File: src/rtl/alu_reservation_station.sv
// rtl/alu_reservation_station.sv - ALU reservation station with CDB wakeup, lowest-index select and tag alignment
module alu_reservation_station #(
  parameter int DatapathWidth     = 2,
  parameter int AluOperationWidth = 5,
  parameter int NumEntries        = 4,
  parameter int TagWidth          = 3
) (
  input  logic                         clk_i,
  input  logic                         rst_i,
  input  logic                         flush_i,
  input  logic                         dispatch_valid_i,
  output logic                         dispatch_ready_o,
  input  logic [AluOperationWidth-1:0] dispatch_operation_i,
  input  logic                         dispatch_src1_valid_i,
  input  logic                         dispatch_src2_valid_i,
  input  logic [DatapathWidth-1:0]     dispatch_src1_i,
  input  logic [DatapathWidth-1:0]     dispatch_src2_i,
  input  logic [TagWidth-1:0]          dispatch_src1_tag_i,
  input  logic [TagWidth-1:0]          dispatch_src2_tag_i,
  input  logic [DatapathWidth-1:0]     dispatch_immediate_i,
  input  logic [DatapathWidth-1:0]     dispatch_pc_i,
  input  logic [TagWidth-1:0]          dispatch_dest_tag_i,
  input  logic                         cdb_valid_i,
  input  logic [TagWidth-1:0]          cdb_tag_i,
  input  logic [DatapathWidth-1:0]     cdb_value_i,
  output logic                         issue_valid_o,
  output logic [AluOperationWidth-1:0] operation_o,
  output logic [DatapathWidth-1:0]     operand1_o,
  output logic [DatapathWidth-1:0]     operand2_o,
  output logic [DatapathWidth-1:0]     immediate_o,
  output logic [DatapathWidth-1:0]     pc_o,
  output logic                         result_valid_o,
  output logic [TagWidth-1:0]          result_tag_o
);

  localparam int IdxWidth = (NumEntries > 1) ? $clog2(NumEntries) : 1;

  // Per-entry state
  logic [NumEntries-1:0]        busy_q;
  logic [NumEntries-1:0]        src1_rdy_q;
  logic [NumEntries-1:0]        src2_rdy_q;
  logic [AluOperationWidth-1:0] op_q       [NumEntries];
  logic [DatapathWidth-1:0]     imm_q      [NumEntries];
  logic [DatapathWidth-1:0]     pc_q       [NumEntries];
  logic [TagWidth-1:0]          dest_q     [NumEntries];
  logic [DatapathWidth-1:0]     src1_val_q [NumEntries];
  logic [DatapathWidth-1:0]     src2_val_q [NumEntries];
  logic [TagWidth-1:0]          src1_tag_q [NumEntries];
  logic [TagWidth-1:0]          src2_tag_q [NumEntries];

  // Issue stage registers
  logic                         issue_valid_q;
  logic [AluOperationWidth-1:0] issue_op_q;
  logic [DatapathWidth-1:0]     issue_op1_q;
  logic [DatapathWidth-1:0]     issue_op2_q;
  logic [DatapathWidth-1:0]     issue_imm_q;
  logic [DatapathWidth-1:0]     issue_pc_q;
  logic [TagWidth-1:0]          issue_tag_q;

  // Result-alignment stage registers
  logic                         result_valid_q;
  logic [TagWidth-1:0]          result_tag_q;

  logic                         sel_found;
  logic [IdxWidth-1:0]          sel_idx;
  logic                         free_found;
  logic [IdxWidth-1:0]          free_idx;
  logic                         dispatch_fire;
  logic                         disp_src1_rdy;
  logic                         disp_src2_rdy;
  logic [DatapathWidth-1:0]     disp_src1_val;
  logic [DatapathWidth-1:0]     disp_src2_val;

  // Priority pickers: lowest ready entry for issue, lowest free entry for dispatch.
  // Both look only at registered state, so a same-cycle wakeup or issue is not seen.
  always_comb begin
    sel_found  = 1'b0;
    sel_idx    = '0;
    free_found = 1'b0;
    free_idx   = '0;
    for (int i = NumEntries - 1; i >= 0; i--) begin
      if (busy_q[i] && src1_rdy_q[i] && src2_rdy_q[i]) begin
        sel_found = 1'b1;
        sel_idx   = IdxWidth'(i);
      end
      if (!busy_q[i]) begin
        free_found = 1'b1;
        free_idx   = IdxWidth'(i);
      end
    end
  end

  assign dispatch_ready_o = free_found;
  assign dispatch_fire    = dispatch_valid_i && free_found;

  // Dispatch-cycle bypass: a source whose producer broadcasts this very cycle is captured directly
  always_comb begin
    disp_src1_rdy = dispatch_src1_valid_i ||
                    (cdb_valid_i && (cdb_tag_i == dispatch_src1_tag_i));
    disp_src2_rdy = dispatch_src2_valid_i ||
                    (cdb_valid_i && (cdb_tag_i == dispatch_src2_tag_i));
    disp_src1_val = dispatch_src1_valid_i ? dispatch_src1_i : cdb_value_i;
    disp_src2_val = dispatch_src2_valid_i ? dispatch_src2_i : cdb_value_i;
  end

  // Entry array: wakeup of pending sources, freeing the selected entry, writing the dispatched op
  always_ff @(posedge clk_i) begin
    if (rst_i) begin
      busy_q     <= '0;
      src1_rdy_q <= '0;
      src2_rdy_q <= '0;
      for (int i = 0; i < NumEntries; i++) begin
        op_q[i]       <= '0;
        imm_q[i]      <= '0;
        pc_q[i]       <= '0;
        dest_q[i]     <= '0;
        src1_val_q[i] <= '0;
        src2_val_q[i] <= '0;
        src1_tag_q[i] <= '0;
        src2_tag_q[i] <= '0;
      end
    end else if (flush_i) begin
      busy_q <= '0;
    end else begin
      for (int i = 0; i < NumEntries; i++) begin
        if (busy_q[i] && cdb_valid_i) begin
          if (!src1_rdy_q[i] && (src1_tag_q[i] == cdb_tag_i)) begin
            src1_rdy_q[i] <= 1'b1;
            src1_val_q[i] <= cdb_value_i;
          end
          if (!src2_rdy_q[i] && (src2_tag_q[i] == cdb_tag_i)) begin
            src2_rdy_q[i] <= 1'b1;
            src2_val_q[i] <= cdb_value_i;
          end
        end
      end
      if (sel_found) begin
        busy_q[sel_idx] <= 1'b0;
      end
      // The free entry is never the selected one, since selection only picks busy entries
      if (dispatch_fire) begin
        busy_q[free_idx]     <= 1'b1;
        op_q[free_idx]       <= dispatch_operation_i;
        imm_q[free_idx]      <= dispatch_immediate_i;
        pc_q[free_idx]       <= dispatch_pc_i;
        dest_q[free_idx]     <= dispatch_dest_tag_i;
        src1_rdy_q[free_idx] <= disp_src1_rdy;
        src2_rdy_q[free_idx] <= disp_src2_rdy;
        src1_val_q[free_idx] <= disp_src1_val;
        src2_val_q[free_idx] <= disp_src2_val;
        src1_tag_q[free_idx] <= dispatch_src1_tag_i;
        src2_tag_q[free_idx] <= dispatch_src2_tag_i;
      end
    end
  end

  // Issue registers feeding the ALU; data holds its last value when nothing is selected
  always_ff @(posedge clk_i) begin
    if (rst_i) begin
      issue_valid_q <= 1'b0;
      issue_op_q    <= '0;
      issue_op1_q   <= '0;
      issue_op2_q   <= '0;
      issue_imm_q   <= '0;
      issue_pc_q    <= '0;
      issue_tag_q   <= '0;
    end else if (flush_i) begin
      issue_valid_q <= 1'b0;
    end else begin
      issue_valid_q <= sel_found;
      if (sel_found) begin
        issue_op_q  <= op_q[sel_idx];
        issue_op1_q <= src1_val_q[sel_idx];
        issue_op2_q <= src2_val_q[sel_idx];
        issue_imm_q <= imm_q[sel_idx];
        issue_pc_q  <= pc_q[sel_idx];
        issue_tag_q <= dest_q[sel_idx];
      end
    end
  end

  // Delay valid and destination tag by the ALU's one registered stage so they line up with its result
  always_ff @(posedge clk_i) begin
    if (rst_i) begin
      result_valid_q <= 1'b0;
      result_tag_q   <= '0;
    end else if (flush_i) begin
      result_valid_q <= 1'b0;
    end else begin
      result_valid_q <= issue_valid_q;
      result_tag_q   <= issue_tag_q;
    end
  end

  assign issue_valid_o  = issue_valid_q;
  assign operation_o    = issue_op_q;
  assign operand1_o     = issue_op1_q;
  assign operand2_o     = issue_op2_q;
  assign immediate_o    = issue_imm_q;
  assign pc_o           = issue_pc_q;
  assign result_valid_o = result_valid_q;
  assign result_tag_o   = result_tag_q;

endmodule
File: config.mk
export PLATFORM = sky130hd
export DESIGN_NAME = alu_reservation_station
export DESIGN_NICKNAME = d
export VERILOG_FILES = /design/src/rtl/alu_reservation_station.sv
export SDC_FILE = /design/constraint.sdc
export NUM_CORES = 1
export LEC_CHECK = 0
export CAP_MARGIN = 0
export CORE_UTILIZATION = 55
export DETAILED_ROUTE_END_ITERATION = 7
export HOLD_SLACK_MARGIN = 0.06
export PLACE_DENSITY_LB_ADDON = 0.2
export SLEW_MARGIN = 20
export SYNTH_ARGS = -nofsm -noshare
export SYNTH_HDL_FRONTEND = slang
export SYNTH_SLANG_ARGS = --single-unit
File: constraint.sdc
create_clock -name clk_i -period 2.7 [get_ports clk_i]
set_input_delay 0.54 -clock clk_i [delete_from_list [all_inputs] [get_ports clk_i]]
set_output_delay 0.54 -clock clk_i [all_outputs]
set_load 0.01 [all_outputs]
==> key figures, run 1 <==
Status
  – Run status: finished, final reports clean

Logic synthesis
  – Netlist cell types: 47
  – Warnings from Yosys: 0
  – Top cells by count, synth: sky130_fd_sc_hd__edfxtp_1, sky130_fd_sc_hd__and2_1, sky130_fd_sc_hd__nand2_1
  – Number of flip-flops and latches in the synthesized netlist: 121
  – Commonest register cell after synthesis: sky130_fd_sc_hd__edfxtp_1
  – Number of enable-type register cells in the synthesized netlist: 88
  – Count leader, synth: sky130_fd_sc_hd__edfxtp_1
  – Synthesized area divided by synthesized cell count: 11.10 um2
  – Post-synth design cell area: 5617 um2
  – Portion of synthesized cell area occupied by the leading cell type: 0.4705
  – Fraction of synthesis flops using an asynchronous set or reset pin: 0
  – Synth Instances: 506
  – Net count after synthesis: 540
  – Share of synthesized area occupied by flip-flops and latches: 0.5881
  – Dominant cells by area after synthesis: sky130_fd_sc_hd__edfxtp_1, sky130_fd_sc_hd__dfxtp_1, sky130_fd_sc_hd__and2_1, sky130_fd_sc_hd__a31oi_1, sky130_fd_sc_hd__xor2_1
  – Cell accounting for the most synthesized area: sky130_fd_sc_hd__edfxtp_1

Detailed routing
  – Count of routing violations after the opening detailed-route iteration: 404
  – Routed wire per std cell: 20.36 um
  – Total wire length after detailed routing: 14,660 um
  – Total iterations of the first detailed-routing run: 6
  – Total DRC errors in the routed layout: 0
  – Number of vias in the routed layout: 4,394
  – Vias per Instance: 6.103
  – Number of nets with antenna violations after routing: 0

Pwr
  – Leak: 2.631 nW
  – Cell-internal power: 0.003413 W
  – Switching power share of the total: 0.2390
  – Power density over the cells: 645.6 nW/um2
  – Max VDD drop: 446.1 uV
  – Proportion of power drawn by combinational gates: 0.064
  – Proportion of power drawn by flip-flops and latches: 0.464
  – Clock share of power: 0.472
  – P_sw: 0.001072 W
  – Total power: 0.004485 W

Final layout
  – Post-route cell area: 6948 um2
  – Fraction of final layout cells sized beyond drive strength 1: 0.1210
  – P&R area growth vs syn: 23.70%
  – Number of inserted diodes: 0
  – Final layout net count: 608
  – Post-layout utilization of the core: 0.7076

CTS
  – Clock sink count: 121
  – Library cell used as clock root buffer: sky130_fd_sc_hd__clkbuf_8
  – CTS Hold Buffers Added: 0
  – Clk_lat worst skew: 0.51 ns
  – Buffers from clock root to sink, at most: 2
  – Htree depth: 4
  – Number of buffers inserted by post-CTS setup repair: 0
  – Post-CTS Resized: 0
  – Clock transition at the registers of the reported paths: 0.06 ns
  – Cts bufs inserted: 17
  – TritonCTS clock tree: yes

Placement
  – Detailed placement HPWL: 9321 um
  – Number of I/O port buffers: 52
  – Instance area after placement: 6389 um2
  – Dpl ws: 0.2133 ns
  – Routability-driven placement congestion ratio: 0.9019

Setup path
  – Cell chain of the critical path: nand4_1, clkdlybuf4s50_1
  – Max FO, Critical Path: 7
  – Slowest stage delay, CP: 0.52 ns
  – Critical path type: register to primary output
  – Critical path buffers and inverters: 1
  – Highest-delay cell along the critical path: sky130_fd_sc_hd__clkdlybuf4s50_1
  – Setup crit end kind: primary output
  – Arrival time at the worst endpoint: 1.73 ns
  – Endpoint required time on the critical path: 2.16 ns
  – RR Endpoint: issue_tag_q[2]
  – Reg-to-reg startpoint: busy_q[2]
  – R2r setup slk: 0.71 ns
  – Number of cell instances on the worst register-to-register path: 5
  – Critical Path Start Type: register
  – Delay-heaviest family, CP: buffers and inverters

Hold path
  – End point of the worst hold path: result_valid_o
  – Worst Hold Depth: 1
  – Hold/Removal Path Class: register to register
  – Hold Startpoint: issue_valid_o

Timing
  – Crit path time final: 2.268 ns
  – Number of failing setup endpoints in the final timing report: 0
  – Least setup slack across all paths after layout: 0.4321 ns
  – Part of the cycle the worst path needs: 0.8400
  – Max frequency: 440.9 MHz
  – Clock skew: 0.01185 ns
  – Number of hold-slack violations in the final timing report: 0
  – Relative slew slack: 0.4717
  – Aggregate negative setup slack: 0 ns
  – Slew Limit Fails: 0
  – Setup repair after global routing missed its margin: no
  – Slew at the pin with the worst max-slew slack: 0.7925 ns

Global route
  – Grt total ovfl: 0
  – GRT Util Overall: 0.2975
  – Maximum number of pins on one net before global-route repair: 24
  – Number of global-route vias before repair: 4,316
  – Number of antenna violations at the first check in global routing: 0
  – First-pass GRT wire length: 22,560 um

Floorplanning
  – Total number of placement rows: 36
  – Vertical die dimension: 103.1 um
  – Die width: 103.1 um
  – Boundary pin count: 53
  – Effective utilization at floorplan: 0.5720
  – Standard cell core area: 9819 um2
  – Die Outline Area: 10,620 um2

Flow run
  – Max-capacitance violation count: 0
==> worst reg2reg max path, cell delays in order, from the launching register on <==
cell	delay, ns
sky130_fd_sc_hd__dfxtp_1	0.44
sky130_fd_sc_hd__nand3_1	0.11
sky130_fd_sc_hd__buf_4	0.24
sky130_fd_sc_hd__nand2_1	0.61
sky130_fd_sc_hd__o221ai_1	0.28
sky130_fd_sc_hd__a31oi_1	0.24
==> area by class of cell <==
cell class	count	area (um2)
Clock buffer	18	417.9
Clock inverter	14	141.4
Fill cell	726	2872
Inverter	11	41.29
Multi-Input combinational cell	342	2127
Sequential cell	121	3303
Tap cell	133	166.4
Timing Repair Buffer	81	750.7
==> worst max-delay path by stage <==
stage            startpoint               end  slack [ns]  cells past startpoint
4_1_cts           busy_q[3]  dispatch_ready_o        0.45                      2
3_3_place_gp   cdb_tag_i[1]  src2_val_q[0][0]        0.23                      5
2_1_floorplan       flush_i      dest_q[3][0]        0.64                      4
3_5_place_dp    cdb_valid_i  src2_val_q[2][1]        0.21                      5
5_1_grt           busy_q[1]  dispatch_ready_o        0.41                      2
6_report          busy_q[3]  dispatch_ready_o        0.43                      2
==> routing by layer <==
metal | GRT usage | up-vias | share of wire
met5 | 0 | - | 0
met4 | 0.1343 | 0 | 0.018
met3 | 0.05695 | 31 | 0.090
met2 | 0.4831 | 237 | 0.49
met1 | 0.3889 | 2121 | 0.40
li1 | - | 2005 | -
==> metrics by stage <==
stage,instances,hold WS [ns]
2_1_floorplan,506,0.4547
3_3_place_gp,688,0.4525
3_5_place_dp,688,0.4564
4_1_cts,720,0.4770
5_1_grt,720,0.4961
6_report,720,0.4687
==> cell families after synthesis <==
group / after synthesis / share of synthesized area
XOR/XNOR: 30 / 0.04812
buffers and inverters: 43 / 0.03319
flip-flops: 121 / 0.5881
AND/OR/NAND/NOR: 192 / 0.1860
AO/OA/AOI/OAI: 117 / 0.1392
multiplexers: 3 / 0.005347
==> power by group through the flow <==
stage,combinational (W),sequential (W),clock [W]
after floorplan,0.000148,0.00211,0
after CTS,0.000287,0.00208,0.00213
after global placement,0.000277,0.00212,0
final,0.000289,0.00208,0.00212
after global routing,0.000313,0.00209,0.00220
after detailed placement,0.000283,0.00212,0
==> layout by cell type, fill, tap and decap left out, drive strengths merged, types with 5 or more instances in the layout <==
cell / count
o21ai: 32
or2: 7
o221ai: 15
a21oi: 10
nor3: 16
dfxtp: 33
nand3: 5
nand2: 41
clkbuf: 18
nor4: 7
buf: 29
xor2: 24
nor2: 22
edfxtp: 88
xnor2: 6
inv: 16
clkdlybuf4s50: 52
and2: 76
a31oi: 36
==> flip-flops by register name, indices dropped and copies added (netlist names), 3 cells and up <==
signal / cells
src1_rdy_q: 4
src1_tag_q: 12
src2_val_q: 8
op_q: 20
issue_tag_q: 3
dest_q: 12
busy_q: 4
imm_q: 8
src2_tag_q: 12
pc_q: 8
result_tag_o: 3
src2_rdy_q: 4
operation_o: 5
src1_val_q: 8
(Power assumes the default switching activity.)
==> run 2, diff against run 1 <==
==> constraint.sdc (replaced) <==
create_clock -name clk_i -period 2.2 [get_ports clk_i]
set_input_delay 0.44 -clock clk_i [delete_from_list [all_inputs] [get_ports clk_i]]
set_output_delay 0.44 -clock clk_i [all_outputs]
set_load 0.01 [all_outputs]
==> run 2 against run 1 <==
Net effect: non-clock buffer count up 17; register-to-register slack worse by 0.38 ns; hold slack worse by 0.00072 ns; total power up 25%; largest power group unchanged; design area up 2.7%; first-iteration DRC count up 6.9%; flip-flop and latch count unchanged; global-route usage up 1.8 points; sequential share of layout area down 1.2 points; final cell count up 2.4%; combinational power up 33%; critical path type unchanged; clock power up 26%.
==> key figures, run 2 (same netlist as run 1, synthesis figures left out) <==
Status
  – Run status: finished, final reports clean

Floorplanning
  – Total number of placement rows: 36 (unchanged)
  – Boundary pin count: 53 (unchanged)
  – Effective utilization at floorplan: 0.5720 (unchanged)
  – Die width: 103.1 um (unchanged)
  – Die Outline Area: 10,620 um2 (unchanged)
  – Vertical die dimension: 103.1 um (unchanged)
  – Standard cell core area: 9819 um2 (unchanged)

CTS
  – Clock sink count: 121 (unchanged)
  – Htree depth: 4 (unchanged)
  – Library cell used as clock root buffer: sky130_fd_sc_hd__clkbuf_8
  – Cts bufs inserted: 17 (unchanged)
  – Buffers from clock root to sink, at most: 2 (unchanged)
  – Clock transition at the registers of the reported paths: 0.06 ns (about the same)
  – Clk_lat worst skew: 0.51 ns (about the same)
  – TritonCTS clock tree: yes

Setup path
  – R2r setup slk: 0.33 ns (-0.38 ns)
  – Reg-to-reg startpoint: busy_q[0]
  – RR Endpoint: issue_tag_q[2]
  – Critical Path Start Type: register
  – Endpoint required time on the critical path: 1.76 ns (-0.40 ns)
  – Max FO, Critical Path: 7 (unchanged)
  – Critical path destination: dispatch_ready_o
  – Setup crit end kind: primary output
  – Number of cell instances on the worst register-to-register path: 4 (-1)
  – Launch point of the worst path: busy_q[2]
  – Arrival time at the worst endpoint: 1.68 ns (-0.05 ns)
  – Critical path type: register to primary output

Pwr
  – Clock share of power: 0.477 (+0.005)
  – Cell-internal power: 0.004307 W (+26%)
  – Switching power share of the total: 0.2337 (-0.005309)
  – Power density over the cells: 787.8 nW/um2 (+22%)
  – Proportion of power drawn by combinational gates: 0.069 (+0.005)
  – P_sw: 0.001313 W (+23%)
  – Max VDD drop: 625.7 uV (+40%)
  – Proportion of power drawn by flip-flops and latches: 0.455 (-0.009)
  – Leak: 2.738 nW (+4.1%)
  – Total power: 0.005621 W (+25%)

Timing
  – Setup repair after global routing missed its margin: no
  – Max frequency: 470.9 MHz
  – Crit path time final: 2.123 ns
  – Slew at the pin with the worst max-slew slack: 0.7741 ns (-0.01840 ns)
  – Relative slew slack: 0.4839 (+0.01227)
  – Number of hold-slack violations in the final timing report: 0 (unchanged)
  – Slew Limit Fails: 0 (unchanged)
  – Part of the cycle the worst path needs: 0.9652
  – Clock skew: 0.01182 ns (-0.00003510 ns)
  – Number of failing setup endpoints in the final timing report: 0 (unchanged)

Final layout
  – Most common cell after layout, fill and taps aside: sky130_fd_sc_hd__edfxtp_1
  – Number of flip-flops under the largest register name: 20 (unchanged)
  – Post-route cell area: 7134 um2 (+2.7%)
  – Commonest cells after routing, fill and taps aside: sky130_fd_sc_hd__edfxtp_1, sky130_fd_sc_hd__and2_1, sky130_fd_sc_hd__clkdlybuf4s50_1, sky130_fd_sc_hd__nand2_1, sky130_fd_sc_hd__buf_4
  – Register containing the most flip-flops in the final layout: op_q
  – Final layout net count: 625 (+2.8%)
  – Fraction of final layout cells sized beyond drive strength 1: 0.1457 (+0.02474)
  – Number of inserted diodes: 0 (unchanged)
  – P&R area growth vs syn: 27.02%
  – Post-route insts no fill: 737 (+2.4%)

Detailed routing
  – Number of nets with antenna violations after routing: 0 (unchanged)
  – Total DRC errors in the routed layout: 0 (unchanged)
  – Total iterations of the first detailed-routing run: 5 (-1)
  – Number of vias in the routed layout: 4,518 (+2.8%)
  – Vias per Instance: 6.130 (+0.45%)
  – Total wire length after detailed routing: 15,450 um (+5.4%)
  – Count of routing violations after the opening detailed-route iteration: 432 (+6.9%)
  – Routed wire per std cell: 20.96 um (+3.0%)

Global route
  – Number of antenna violations at the first check in global routing: 0 (unchanged)
  – Maximum number of pins on one net before global-route repair: 23 (-4.2%)
  – GRT Util Overall: 0.3150 (+0.01758)
  – Number of global-route vias before repair: 4,497 (+4.2%)
  – Grt total ovfl: 0 (unchanged)
  – First-pass GRT wire length: 23,880 um (+5.8%)

Flow run
  – Max-capacitance violation count: 0 (unchanged)

Placement
  – Placed instance count: 705 (+2.5%)
  – Routability-driven placement congestion ratio: 0.9364 (+3.8%)
  – Number of I/O port buffers: 52 (unchanged)
  – Detailed placement HPWL: 9708 um (+4.2%)
  – Instance area after placement: 6566 um2 (+2.8%)

Hold path
  – Hold Startpoint: issue_valid_o
  – Hold/Removal Path Class: register to register
-- run 2: through the flow --
step / util / setup slack [ns] / hold slack [ns] / TNS [ns]
5_1_grt: 0.7266 / 0.006621 / 0.4873 / 0
3_3_place_gp: 0.6687 / -0.1132 / 0.4461 / -0.4694
4_1_cts: 0.7264 / 0.02526 / 0.4732 / 0
2_1_floorplan: - / 0.2369 / 0.4547 / 0
3_5_place_dp: 0.6687 / -0.1449 / 0.4477 / -0.9808
6_report: 0.7266 / 0.07659 / 0.4680 / 0
-- run 2: layout make-up --
type | count | area (um2)
inverters | 11 | 41.29
repair buffers | 98 | 928.4
clock buffers | 19 | 421.7
well taps | 133 | 166.4
flip-flops and latches | 121 | 3304
fillers | 724 | 2685
multi-input cells | 342 | 2127
clock inverters | 13 | 145.1
-- run 2: timing repair --
item                       4_1_cts  5_1_grt
gates resized for setup          0        1
setup endpoints to repair        0        1
setup buffers                    0        0
hold buffers                     0        0
-- run 2: routing by layer --
layer,vias to the layer above,track usage,share of wire
li1,2038,-,-
met1,2189,0.4152,0.40
met2,264,0.5123,0.49
met3,27,0.06644,0.090
met4,0,0.1235,0.022
met5,-,0,0
-- run 2: worst max-delay path, stage by stage, from the launching register on --
cell and delay (ns):
sky130_fd_sc_hd__dfxtp_1 0.47, sky130_fd_sc_hd__nand4_1 0.18, sky130_fd_sc_hd__clkdlybuf4s50_1 0.52
-- run 2: power by group through the flow --
stage | clock [W] | sequential (W) | combinational (W)
CTS | 0.00269 | 0.00256 | 0.000381
detailed placement | 0 | 0.00260 | 0.000375
global placement | 0 | 0.00260 | 0.000365
floorplan | 0 | 0.00259 | 0.000182
finish | 0.00268 | 0.00256 | 0.000385
global route | 0.00279 | 0.00256 | 0.000412
-- run 2: worst min-delay path by stage --
stage	end	slack [ns]	cells past startpoint
final	result_valid_o	0.47	1
after global routing	result_valid_o	0.49	1
after CTS	result_valid_o	0.47	1
after detailed placement	result_valid_o	0.45	1
after global placement	result_valid_o	0.45	1
after floorplan	result_tag_o[0]	0.45	2
